$ cat src/rtl/seq_pkg.sv
// Shared types and address tables for the program run sequencer.
package seq_pkg;

    typedef enum logic [2:0] {
        IDLE,
        LOAD,
        RUN,
        DRAIN,
        REPORT,
        FINISHED
    } seq_state_t;

    localparam int NUM_PROGS_MAX = 4;

    localparam int unsigned START_ADDR [NUM_PROGS_MAX] = '{66, 400, 700, 900};
    localparam int unsigned END_ADDR   [NUM_PROGS_MAX] = '{300, 650, 850, 1000};

    typedef struct packed {
        logic fetch_init;
        logic stall;
        logic busy;
        logic prog_done;
        logic all_done;
    } seq_out_t;

    // Control outputs are a pure function of the state being entered.
    function automatic seq_out_t state_outputs(input seq_state_t s);
        seq_out_t o;
        o = '0;
        o.fetch_init = 1'b1;
        case (s)
            LOAD: o.busy = 1'b1;
            RUN: begin
                o.fetch_init = 1'b0;
                o.busy       = 1'b1;
            end
            DRAIN: begin
                o.stall = 1'b1;
                o.busy  = 1'b1;
            end
            REPORT: begin
                o.stall     = 1'b1;
                o.busy      = 1'b1;
                o.prog_done = 1'b1;
            end
            FINISHED: begin
                o.stall    = 1'b1;
                o.all_done = 1'b1;
            end
            default: ;
        endcase
        return o;
    endfunction

endpackage

$ cat src/rtl/seq_sat_counter.sv
// Up-counter with synchronous clear that sticks at all-ones instead of wrapping.
module seq_sat_counter #(
    parameter int W = 32
) (
    input  logic         clk,
    input  logic         rst_n,
    input  logic         clr,
    input  logic         en,
    output logic [W-1:0] count
);

    always_ff @(posedge clk or negedge rst_n) begin
        if (!rst_n) begin
            count <= '0;
        end else if (clr) begin
            count <= '0;
        end else if (en && count != '1) begin
            count <= count + W'(1);
        end
    end

endmodule

$ cat src/rtl/prog_sequencer.sv
// Run controller stepping the fetch unit through the fixed program table.
// Optional watchdog abort per program is built in with SEQ_WATCHDOG_EN.
module prog_sequencer
    import seq_pkg::*;
#(
    parameter int NUM_PROGS    = 3,
    parameter int PC_W         = 16,
    parameter int CNT_W        = 32,
    parameter int DRAIN_CYCLES = 2,
    parameter int WDOG_LIMIT   = 100000
) (
    input  logic             CLK,
    input  logic             Init_n,
    input  logic             Start,
    input  logic [PC_W-1:0]  PC,
    input  logic             Halt,
    output logic             Fetch_Init,
    output logic [PC_W-1:0]  Start_PC,
    output logic             Stall,
    output logic [1:0]       Prog_Sel,
    output logic             Busy,
    output logic             Prog_Done,
    output logic [CNT_W-1:0] Cycle_Count,
    output logic             All_Done,
    output logic             Timeout
);

`ifdef SEQ_WATCHDOG_EN
    localparam bit WDOG_ON = 1'b1;
`else
    localparam bit WDOG_ON = 1'b0;
`endif

    seq_state_t state, state_nxt;
    seq_out_t   out_nxt;
    logic [1:0] sel_nxt;
    logic [3:0] drain_cnt;
    logic       end_hit, wdog_hit, run_done, last_prog, drain_done, timeout_q;

    assign end_hit    = PC == PC_W'(END_ADDR[Prog_Sel]);
    assign wdog_hit   = WDOG_ON && (Cycle_Count == CNT_W'(WDOG_LIMIT));
    assign run_done   = Halt || end_hit || wdog_hit;
    assign last_prog  = Prog_Sel == 2'(NUM_PROGS - 1);
    assign drain_done = drain_cnt == 4'(DRAIN_CYCLES - 1);

    always_comb begin
        state_nxt = state;
        sel_nxt   = Prog_Sel;
        case (state)
            IDLE: if (Start) begin
                state_nxt = LOAD;
                sel_nxt   = '0;
            end
            LOAD:  state_nxt = RUN;
            RUN:   if (run_done) state_nxt = DRAIN;
            DRAIN: if (drain_done) state_nxt = REPORT;
            REPORT: begin
                if (last_prog) begin
                    state_nxt = FINISHED;
                end else begin
                    state_nxt = LOAD;
                    sel_nxt   = Prog_Sel + 2'd1;
                end
            end
            FINISHED: if (!Start) begin
                state_nxt = IDLE;
                sel_nxt   = '0;
            end
            default: state_nxt = IDLE;
        endcase
        out_nxt = state_outputs(state_nxt);
    end

    // The watchdog cycle itself is not counted, so the abort reports exactly the limit.
    seq_sat_counter #(.W(CNT_W)) u_cycle_cnt (
        .clk   (CLK),
        .rst_n (Init_n),
        .clr   (state_nxt == LOAD),
        .en    (state == RUN && !wdog_hit),
        .count (Cycle_Count)
    );

    seq_sat_counter #(.W(4)) u_drain_cnt (
        .clk   (CLK),
        .rst_n (Init_n),
        .clr   (state == RUN),
        .en    (state == DRAIN),
        .count (drain_cnt)
    );

    always_ff @(posedge CLK or negedge Init_n) begin
        if (!Init_n) begin
            state      <= IDLE;
            Prog_Sel   <= '0;
            Start_PC   <= PC_W'(START_ADDR[0]);
            Fetch_Init <= 1'b1;
            Stall      <= 1'b0;
            Busy       <= 1'b0;
            Prog_Done  <= 1'b0;
            All_Done   <= 1'b0;
            timeout_q  <= 1'b0;
        end else begin
            state      <= state_nxt;
            Prog_Sel   <= sel_nxt;
            Start_PC   <= PC_W'(START_ADDR[sel_nxt]);
            Fetch_Init <= out_nxt.fetch_init;
            Stall      <= out_nxt.stall;
            Busy       <= out_nxt.busy;
            Prog_Done  <= out_nxt.prog_done;
            All_Done   <= out_nxt.all_done;
            if (state_nxt == LOAD) begin
                timeout_q <= 1'b0;
            end else if (state == RUN && wdog_hit) begin
                timeout_q <= 1'b1;
            end
        end
    end

    assign Timeout = timeout_q;

endmodule

$ cat config.mk
export PLATFORM = sky130hd
export DESIGN_NAME = prog_sequencer
export DESIGN_NICKNAME = d
export VERILOG_FILES = /design/src/rtl/seq_pkg.sv /design/src/rtl/seq_sat_counter.sv /design/src/rtl/prog_sequencer.sv
export SDC_FILE = /design/constraint.sdc
export NUM_CORES = 1
export LEC_CHECK = 0
export ABC_CLOCK_PERIOD_IN_PS = 3420
export CAP_MARGIN = 5
export CORE_MARGIN = 1
export CORE_UTILIZATION = 60
export CTS_CLUSTER_SIZE = 16
export DETAILED_ROUTE_END_ITERATION = 8
export DONT_BUFFER_PORTS = 1
export GPL_ROUTABILITY_DRIVEN = 0
export PLACE_DENSITY = 0.76
export SETUP_SLACK_MARGIN = 0.5
export SYNTH_ARGS = -nofsm -noshare
export SYNTH_HDL_FRONTEND = slang
export SYNTH_HIERARCHICAL = 1
export SYNTH_SLANG_ARGS = --single-unit
$ cat constraint.sdc
create_clock -name CLK -period 3.42 [get_ports CLK]
set_input_delay 1.026 -clock CLK [delete_from_list [all_inputs] [get_ports CLK]]
set_output_delay 1.026 -clock CLK [all_outputs]
set_load 0.05 [all_outputs]
==> results of run 1 <==
critical path: stages (launching register included):
cell      delay [ns]
dfrtp_1         0.45
nand2b_1        0.31
nor2_1          0.14
buf_4           0.17
and3_1          0.25
nand4_1         0.13
a21o_1          0.37
nor4_1          0.40
mux2_2          0.38
per-stage QoR:
step / utilization (%) / cells
floorplan: - / 318
global placement: 65.2 / 377
detailed placement: 65.2 / 377
CTS: 67.5 / 385
global route: 67.5 / 385
finish: 67.5 / 385
worst paths after layout:
check	startpoint	end	slack, ns
max	state[2]	u_cycle_cnt/count[31]	0.71
min	Init_n	u_drain_cnt/count[3]	0.41
max reg2reg	state[2]	u_cycle_cnt/count[31]	0.71
min reg2reg	u_drain_cnt/count[1]	u_drain_cnt/count[1]	0.61
max in group asynchronous	Init_n	Fetch_Init	2.81
min in group CLK	u_drain_cnt/count[1]	u_drain_cnt/count[1]	0.61
cell usage in the layout (no fill, tap or decap), types with 3 or more instances in the layout:
master	count
a31o_2	3
conb_1	8
dfrtp_1	47
xnor2_1	13
nor2_1	35
or4_1	3
nand2_1	14
clkbuf_8	8
inv_1	14
nor4_1	5
or3_1	5
ha_1	10
a21o_1	3
nand2b_1	5
buf_4	15
nand4_1	7
nand3_1	13
and2_1	3
xor2_1	7
and3_1	7
nor3_1	7
a21oi_1	13
a211oi_1	5
mux2_2	5
o31ai_1	3
nor2b_1	7
o21ai_0	7
cell type report:
type / instances / area [sq um]
repair buffers: 15 / 113
well taps: 67 / 83.8
clock buffers: 8 / 110
flip-flops and latches: 50 / 1250
fillers: 407 / 1560
multi-input cells: 231 / 1620
inverters: 14 / 52.6
logic make-up (layout without fill, tap and decap cells):
group,count (synthesis),count (layout),synth area share [%]
AO/OA/AOI/OAI,50,50,12.2
XOR/XNOR,20,20,5.77
adder cells (fa/ha/maj),11,11,4.49
buffers and inverters,37,37,6.51
flip-flops,50,50,41.3
multiplexers,9,9,3.50
other,1,8,0.123
AND/OR/NAND/NOR,133,133,26.2
layer usage:
layer	GRT usage (%)	share of wire (%)	up-vias
met4	3.92	0.61	0
met3	9.12	9.5	6
met5	0	0	-
met2	38.3	47	104
met1	29.8	43	1091
li1	-	-	1098
flip-flops by register name, indices dropped and copies added (netlist names):
name / count
Prog_Done: 1
Fetch_Init: 1
All_Done: 1
Busy: 1
Start_PC: 5
u_cycle_cnt/count: 32
Stall: 1
Prog_Sel: 1
u_drain_cnt/count: 4
state: 3
synth_stat cells, types with 4 or more instances:
library cell and number:
o21ai_0 7, a211oi_1 5, nand2_1 14, inv_1 14, nand3_1 13, nand2b_1 5, and3_1 7, mux2_2 5
dfrtp_1 48, nor2b_1 7, nand4_1 7, ha_1 10, xor2_1 7, buf_4 14, a21oi_1 13, or3_1 5
clkbuf_1 4, xnor2_1 13, nor2_1 35, nor4_1 5, buf_2 5, nor3_1 8
power breakdown:
part | switching (mW) | leakage (nW) | internal [mW]
registers | 0.302 | 0.669 | 0.695
logic | 0.503 | 0.696 | 0.290
clock network | 0.188 | 0.0575 | 0.204
total | 0.992 | 1.42 | 1.19
==> flow_summary.json, run 1 <==
{
  "cts_buffer_depth": 2,
  "fin_area_sq_mm": 0.00323,
  "maxCapViolations": 0,
  "cts_tree": "done",
  "numCtsBuffers": 5,
  "grt_pass1_wl_mm": 9.63,
  "synth_flop_cell": "dfrtp_1",
  "syn_area_sq_mm": 0.00304,
  "first_pass_iters": 4,
  "seq_area_frac_synth_pct": 41.3,
  "syn_area_per_cell_sq_um": 9.76,
  "postSynthCellCount": 311,
  "power.leakage_nw": 1.42,
  "grt_use_total_pct": 23.4,
  "fin_crit_ns": 2.71,
  "startpoint_type": "flip-flop",
  "vias_per_cell": 5.97,
  "cts_max_level": 2,
  "rsz0062_at_grt": "no",
  "drv_slew": 0,
  "wl_per_cell_microns": 15.8,
  "die_area_sq_mm": 0.00535,
  "hold_viol": 0,
  "fp.dieW_microns": 73.1,
  "clock_skew_ns": 0.00435,
  "drive_gt1_share_pct": 17.9,
  "port_buffers": 0,
  "fin_crit_sh_pct": 79.3,
  "grt_max_degree": 51,
  "synthDistinctLibCells": 63,
  "place_worst_setup_slack_ns": 0.822,
  "hp-class": "primary input to asynchronous set/reset pin",
  "dp_hpwl_mm": 4.36,
  "rows": 25,
  "tns_ns": 0,
  "synth-seq-cells": 50,
  "placed_area_sq_mm": 0.00312,
  "clk_pin_slew_worst_paths_ns": 0.09,
  "synth_top_area_share_pct": 39.6,
  "drc_errors": 0,
  "grt_pass1_vias": 2110,
  "via_count": 2299,
  "drtAntennaViolNets": 0,
  "worst-path-max-fanout": 19,
  "start_util_pct": 63.5,
  "worst_pin_slew_ns": 0.891,
  "cts-root-buf": "clkbuf_8",
  "antenna_found_initial": 0,
  "synthTopCellsByArea": "dfrtp_1 (40%), nor2_1 (4.3%), ha_1 (4.1%)",
  "p_total_mw": 2.18,
  "clk_latency_ns": 0.30,
  "yosys.area.top_type": "dfrtp_1",
  "crit_type": "flip-flop to flip-flop",
  "syn_to_final_growth_pct": 6.39,
  "status": "finished, final reports clean",
  "ios": 76,
  "overflow": 0,
  "cp-end-kind": "flip-flop",
  "setup_violations": 0,
  "synth_enable_flop_cells": 0,
  "finalWorstSetupSlack_ns": 0.709,
  "antenna_cells": 0,
  "p_per_area_mw_per_mm2": 675,
  "crit_arrival_ns": 2.90,
  "worst_hold_slack_ns": 0.415,
  "fin_nets": 347,
  "core_sq_mm": 0.00479,
  "async_reset_ff_share_pct": 100,
  "drt_iter0_drc": 188,
  "reg2reg_depth": 8,
  "wl_mm": 6.08,
  "ctsResizeCount": 0,
  "vdd_ir_drop_max_mv": 0.496,
  "yosysWarningCount": 6,
  "clock_sink_count": 50,
  "crit_required_ns": 3.61,
  "max_freq_mhz": 369,
  "slew-limit-headroom_pct": 40.7,
  "die_y_microns": 73.1,
  "cts_hold_buf": 0,
  "cts_setup_buffers": 0
}
Note: power is estimated with default switching activity, not from simulation.
==> run 2: changes to the inputs <==
Settings changed: ABC_AREA set to 1, ABC_CLOCK_PERIOD_IN_PS 3420 to 2180, CORE_UTILIZATION 60 to 58.
Clock period 3.42 ns to 2.18 ns, I/O delays scaled along.
==> run 2 against run 1 <==
Die area increased by 17%. First-iteration DRC count up 130%. Area after synthesis rose by 13%. Maximum frequency up 46%. Final cell count is 60% higher. Clock skew grew 0.0083 ns. Critical path depth up 4. Flip-flop and latch count did not move. Clock power up 75%. Combinational power rose to 2.9 times the previous value. Critical endpoint is now u_cycle_cnt/count[9]. Highest routed layer unchanged.
==> flow_summary.json, run 2 <==
{
  "status": "finished, final reports clean",
  "grt_use_total_pct": 30.8,
  "die_area_sq_mm": 0.00624,
  "synth_enable_flop_cells": 0,
  "hold_viol": 0,
  "dp.cells": 600,
  "drtAntennaViolNets": 0,
  "drt_iter0_drc": 433,
  "clock_sink_count": 50,
  "clock_skew_ns": 0.0127,
  "antenna_cells": 0,
  "port_buffers": 0,
  "seq_area_frac_synth_pct": 36.5,
  "numCtsBuffers": 5,
  "cts-root-buf": "clkbuf_8",
  "synthDistinctLibCells": 34,
  "cts_max_level": 2,
  "crit_arrival_ns": 2.07,
  "stdcell_count": 617,
  "clk_latency_ns": 0.32,
  "first_pass_iters": 5,
  "wl_mm": 9.09,
  "core_sq_mm": 0.00561,
  "nFillCells": 436,
  "clk_pin_slew_worst_paths_ns": 0.10,
  "setup_violations": 0,
  "worst_hold_slack_ns": 0.0191,
  "startpoint_type": "flip-flop",
  "syn_area_sq_mm": 0.00344,
  "wl_per_cell_microns": 14.7,
  "fp.dieW_microns": 79.0,
  "ios": 76,
  "grt_max_degree": 51,
  "vdd_ir_drop_max_mv": 0.988,
  "syn_to_final_growth_pct": 21.4,
  "async_reset_ff_share_pct": 100,
  "synth-compound-area-share_pct": 3.93,
  "postSynthCellCount": 503,
  "layout_common_cells": "nand2_1 (173), nor2_1 (60), inv_1 (54)",
  "cts_buffer_depth": 2,
  "overflow": 0,
  "antenna_found_initial": 0,
  "synth_top_family_by_area": "simple AND/OR/NAND/NOR gates",
  "fin_crit_sh_pct": 85.2,
  "cpPeakStageDelay_ns": 0.61,
  "hp-class": "primary input to asynchronous set/reset pin",
  "synth_most_common_cell": "nand2_1",
  "yosysWarningCount": 6,
  "multi_input_area_sq_mm": 0.00199,
  "layout_commonest_cell": "nand2_1",
  "cts_hold_buf": 0,
  "grt_pass1_wl_mm": 14.8,
  "synthTopCellsByCount": "nand2_1 (175), nor2_1 (69), inv_1 (56)",
  "synthTopCellsByArea": "dfrtp_1 (35%), nand2_1 (19%), nor2_1 (7.5%)",
  "cts_tree": "done",
  "grt_pass1_vias": 3240,
  "yosys.area_share.simple_pct": 40.8,
  "cp-end-kind": "flip-flop",
  "fin_nets": 574,
  "yosys.area.top_type": "dfrtp_1",
  "crit_required_ns": 2.39,
  "slowest_stage": "dfrtp_4",
  "worstPathCellList": "ha_4, nand3_4, nand2_4, nor2_4, inv_2, nor2_4, inv_6, buf_12, nand2_4, a22oi_2, nand2_1, o21ai_1",
  "crit_type": "flip-flop to flip-flop",
  "worst-path-max-fanout": 6,
  "start_util_pct": 61.3,
  "syn_area_per_cell_sq_um": 6.84,
  "vias_per_cell": 5.45,
  "final_util_pct": 74.5,
  "die_y_microns": 79.0,
  "synth_xor_area_share_pct": 3.57,
  "max_freq_mhz": 538,
  "largest_register_ffs": 32,
  "reg_top3": "u_cycle_cnt/count (32), Start_PC (5), u_drain_cnt/count (4)",
  "fin_area_sq_mm": 0.00418,
  "via_count": 3361,
  "drc_errors": 0,
  "drive_gt1_share_pct": 24.2,
  "crit_path_start": "Start_PC[2]",
  "p_per_area_mw_per_mm2": 1070,
  "placed_area_sq_mm": 0.00377,
  "max_flop_register": "u_cycle_cnt/count",
  "fin_crit_ns": 1.86,
  "synth_top_area_share_pct": 34.9,
  "rsz0062_at_grt": "yes",
  "synthAdderAreaFrac_pct": 3.64,
  "maxCapViolations": 0,
  "dp_hpwl_mm": 6.41,
  "synth.mux.area_fraction_pct": 0,
  "synth-seq-cells": 50,
  "rows": 27,
  "tns_ns": 0,
  "power.leakage_nw": 2.05,
  "synth_flop_cell": "dfrtp_1",
  "drv_slew": 0,
  "register_area_sq_mm": 0.00128,
  "r2r_start": "Start_PC[2]"
}
[run 2: cell types whose count changed in the layout (fill, tap and decap cells not counted), sizes merged, moves of 9 or more]
| cell | previous run | this run |
|---|---|---|
| nand3 | 15 | 43 |
| inv | 14 | 61 |
| nor2 | 36 | 78 |
| buf | 15 | 49 |
| nand2 | 14 | 185 |
| and3 | 9 | 0 |
| nor4 | 9 | 0 |
| o21ai | 8 | 17 |
[run 2: path summary, 6_finish.rpt]
check / to / slack [ns] / depth (start not counted)
worst max-delay path: u_cycle_cnt/count[9] / 0.32 / 12
worst min-delay path: u_cycle_cnt/count[21] / 0.02 / 0
worst max register to register: u_cycle_cnt/count[9] / 0.32 / 12
worst min register to register: u_cycle_cnt/count[5] / 0.54 / 2
max in group asynchronous: Fetch_Init / 1.97 / 0
min in group CLK: u_cycle_cnt/count[5] / 0.54 / 2
[run 2: through the flow]
stage	setup WS [ns]	power, mW
floorplan	0.391	3.05
global placement	0.0658	3.24
detailed placement	0.0155	3.31
CTS	0.324	4.43
global route	0.229	4.72
finish	0.323	4.48
[run 2: final cells by class]
cell class,instances,area share (%)
repair buffers,49,11.0
flip-flops and latches,50,30.8
multi-input cells,378,47.7
inverters,60,5.69
clock buffers,5,1.65
well taps,72,2.16
clock inverters,3,1.05
[run 2: timing repair]
action / 4_1_cts / 5_1_grt
setup endpoints to repair: 44 / 43
setup buffers: 5 / 1
gates resized for setup: 38 / 7
pin swaps: 11 / 2
cloned: 3 / 0
endpoints found under the hold margin: 0 / 0
[run 2: logic make-up (layout without fill, tap and decap cells)]
kind of cell / Yosys count / after routing
other cells: 1 / 8
simple gates: 321 / 321
fa+ha+maj: 10 / 10
buf+inv: 82 / 117
compound gates: 25 / 25
flops: 50 / 50
xor+xnor: 14 / 14
[run 2: worst max-delay path, delay by kind of cell (launching register included)]
family / cells / cell delay (ns)
flops: 1 / 0.61
buf+inv: 3 / 0.30
simple gates: 6 / 0.52
fa+ha+maj: 1 / 0.21
compound gates: 2 / 0.11
[run 2: power by group]
group	total [mW]	internal (mW)	leakage, nW	switching [mW]
clock network	0.687	0.345	0.0585	0.343
registers	1.50	1.11	0.641	0.386
logic	2.29	0.835	1.35	1.46
[run 2: layer usage]
| layer | track usage [%] | part of all wire, % | wire, microns |
|---|---|---|---|
| met5 | 0 | 0 | 0 |
| met4 | 9.27 | 1.5 | 136 |
| met3 | 8.28 | 8.7 | 793 |
| met2 | 50.9 | 47 | 4310 |
| met1 | 39.3 | 42 | 3850 |
==> run 3: changes to the inputs <==
Settings changed: MAX_ROUTING_LAYER set to met4.
==> run 3 against run 2 <==
Non-clock buffer count stayed put. Utilization did not move. First-iteration DRC count fell by 5.1%. Cell area unchanged. Sequential share of layout area unchanged. Clock skew decreased by 0.0023 ns. Register-to-register slack is essentially flat. Critical path type unchanged. Critical endpoint unchanged.
==> flow_summary.json, run 3 (synthesis results as in run 2) <==
{
  "finalWorstSetupSlack_ns": 0.322,
  "die_y_microns": 79.0,
  "wl_mm": 9.11,
  "cp-end-kind": "flip-flop",
  "vdd_ir_drop_max_mv": 0.988,
  "crit_arrival_ns": 2.07,
  "maxCapViolations": 0,
  "cts_max_level": 2,
  "worst-path-max-fanout": 6,
  "grt_use_total_pct": 31.7,
  "numCtsBuffers": 5,
  "met1_usage_pct": 39.7,
  "layout_commonest_cell": "nand2_1",
  "grt_pass1_vias": 3232,
  "fin_crit_ns": 1.86,
  "fin_crit_sh_pct": 85.2,
  "vias_per_cell": 5.48,
  "cts-root-buf": "clkbuf_8",
  "setup_violations": 0,
  "core_sq_mm": 0.00561,
  "largest_register_ffs": 32,
  "rows": 27,
  "final_util_pct": 74.5,
  "fin_nets": 574,
  "hp-class": "primary input to asynchronous set/reset pin",
  "clk_pin_slew_worst_paths_ns": 0.10,
  "startpoint_type": "flip-flop",
  "cts_tree": "done",
  "drc_errors": 0,
  "cts_buffer_depth": 2,
  "crit_required_ns": 2.39,
  "port_buffers": 0,
  "start_util_pct": 61.3,
  "p_per_area_mw_per_mm2": 1070,
  "layout_common_cells": "nand2_1 (173), nor2_1 (60), inv_1 (54)",
  "register_area_sq_mm": 0.00128,
  "die_area_sq_mm": 0.00624,
  "via_count": 3383,
  "max_freq_mhz": 538,
  "drt_iter0_drc": 411,
  "first_pass_iters": 5,
  "drv_slew": 0,
  "use_met3_pct": 8.28,
  "max_flop_register": "u_cycle_cnt/count",
  "use_met2_pct": 50.6,
  "antenna_found_initial": 0,
  "grt_pass1_wl_mm": 14.8,
  "hold_viol": 0,
  "tns_ns": 0,
  "worst_hold_slack_ns": 0.0226,
  "dp_hpwl_mm": 6.41,
  "nFillCells": 436,
  "cts_hold_buf": 0,
  "wl_per_cell_microns": 14.8,
  "status": "finished, final reports clean",
  "multi_input_area_sq_mm": 0.00199,
  "clock_sink_count": 50,
  "reg_top3": "u_cycle_cnt/count (32), Start_PC (5), u_drain_cnt/count (4)",
  "rsz0062_at_grt": "yes",
  "power.leakage_nw": 2.05,
  "fp.dieW_microns": 79.0,
  "drive_gt1_share_pct": 24.2,
  "drtAntennaViolNets": 0,
  "syn_to_final_growth_pct": 21.4,
  "clock_skew_ns": 0.0104,
  "place_worst_setup_slack_ns": 0.0155,
  "grt_max_degree": 51,
  "ios": 76,
  "antenna_cells": 0,
  "clk_latency_ns": 0.31,
  "crit_type": "flip-flop to flip-flop",
  "overflow": 0,
  "grt.busiest_layer": "met2"
}
## run 3: cell counts in the layout (fill, tap and decap cells not counted)
Identical to the previous run, type by type.
## run 3: layer usage
metal,part of all wire [%],up-vias
met5,0,-
met4,1.7,0
met3,8.4,18
met2,48,157
met1,42,1590
li1,-,1618
## run 3: area by class of cell
cell class | instances | share of cell area [%]
Sequential cell | 50 | 30.8
Tap cell | 72 | 2.16
Timing Repair Buffer | 49 | 11.0
Clock inverter | 3 | 1.05
Inverter | 60 | 5.69
Multi-Input combinational cell | 378 | 47.7
Clock buffer | 5 | 1.65
## run 3: worst max-delay path: stages, from the launching register on
cell     delay, ns
dfrtp_4       0.61
ha_4          0.21
nand3_4       0.08
nand2_4       0.06
nor2_4        0.12
inv_2         0.06
nor2_4        0.13
inv_6         0.09
buf_12        0.15
nand2_4       0.06
a22oi_2       0.05
nand2_1       0.07
o21ai_1       0.06
## run 3: through the flow
stage | cell area [sq um] | power, mW | std cells
5_1_grt | 4180 | 4.72 | 617
4_1_cts | 4140 | 4.43 | 616
3_5_place_dp | 3770 | 3.31 | 600
3_3_place_gp | 3770 | 3.24 | 600
6_report | 4180 | 4.48 | 617
2_1_floorplan | 3560 | 3.05 | 510
## run 3: what timing repair did
item | in CTS | in global routing
cloned | 3 | 0
resized for setup | 38 | 7
setup endpoints to repair | 44 | 43
buffers inserted | 5 | 1
pin swaps | 11 | 2
## run 3: report_power, final
part,switching [mW],internal [mW],total [mW]
clock network,0.339,0.345,0.683
registers,0.385,1.11,1.50
logic,1.46,0.836,2.30
total,2.19,2.29,4.48
## run 3: path summary, 6_finish.rpt
check	endpoint	cells past startpoint	slack, ns	from
min in group CLK	u_cycle_cnt/count[5]	2	0.54	u_cycle_cnt/count[5]
worst max register to register	u_cycle_cnt/count[9]	12	0.32	Start_PC[2]
worst max-delay path	u_cycle_cnt/count[9]	12	0.32	Start_PC[2]
worst min register to register	u_cycle_cnt/count[5]	2	0.54	u_cycle_cnt/count[5]
worst min-delay path	u_cycle_cnt/count[21]	0	0.02	Init_n
max in group asynchronous	Fetch_Init	0	1.97	Init_n
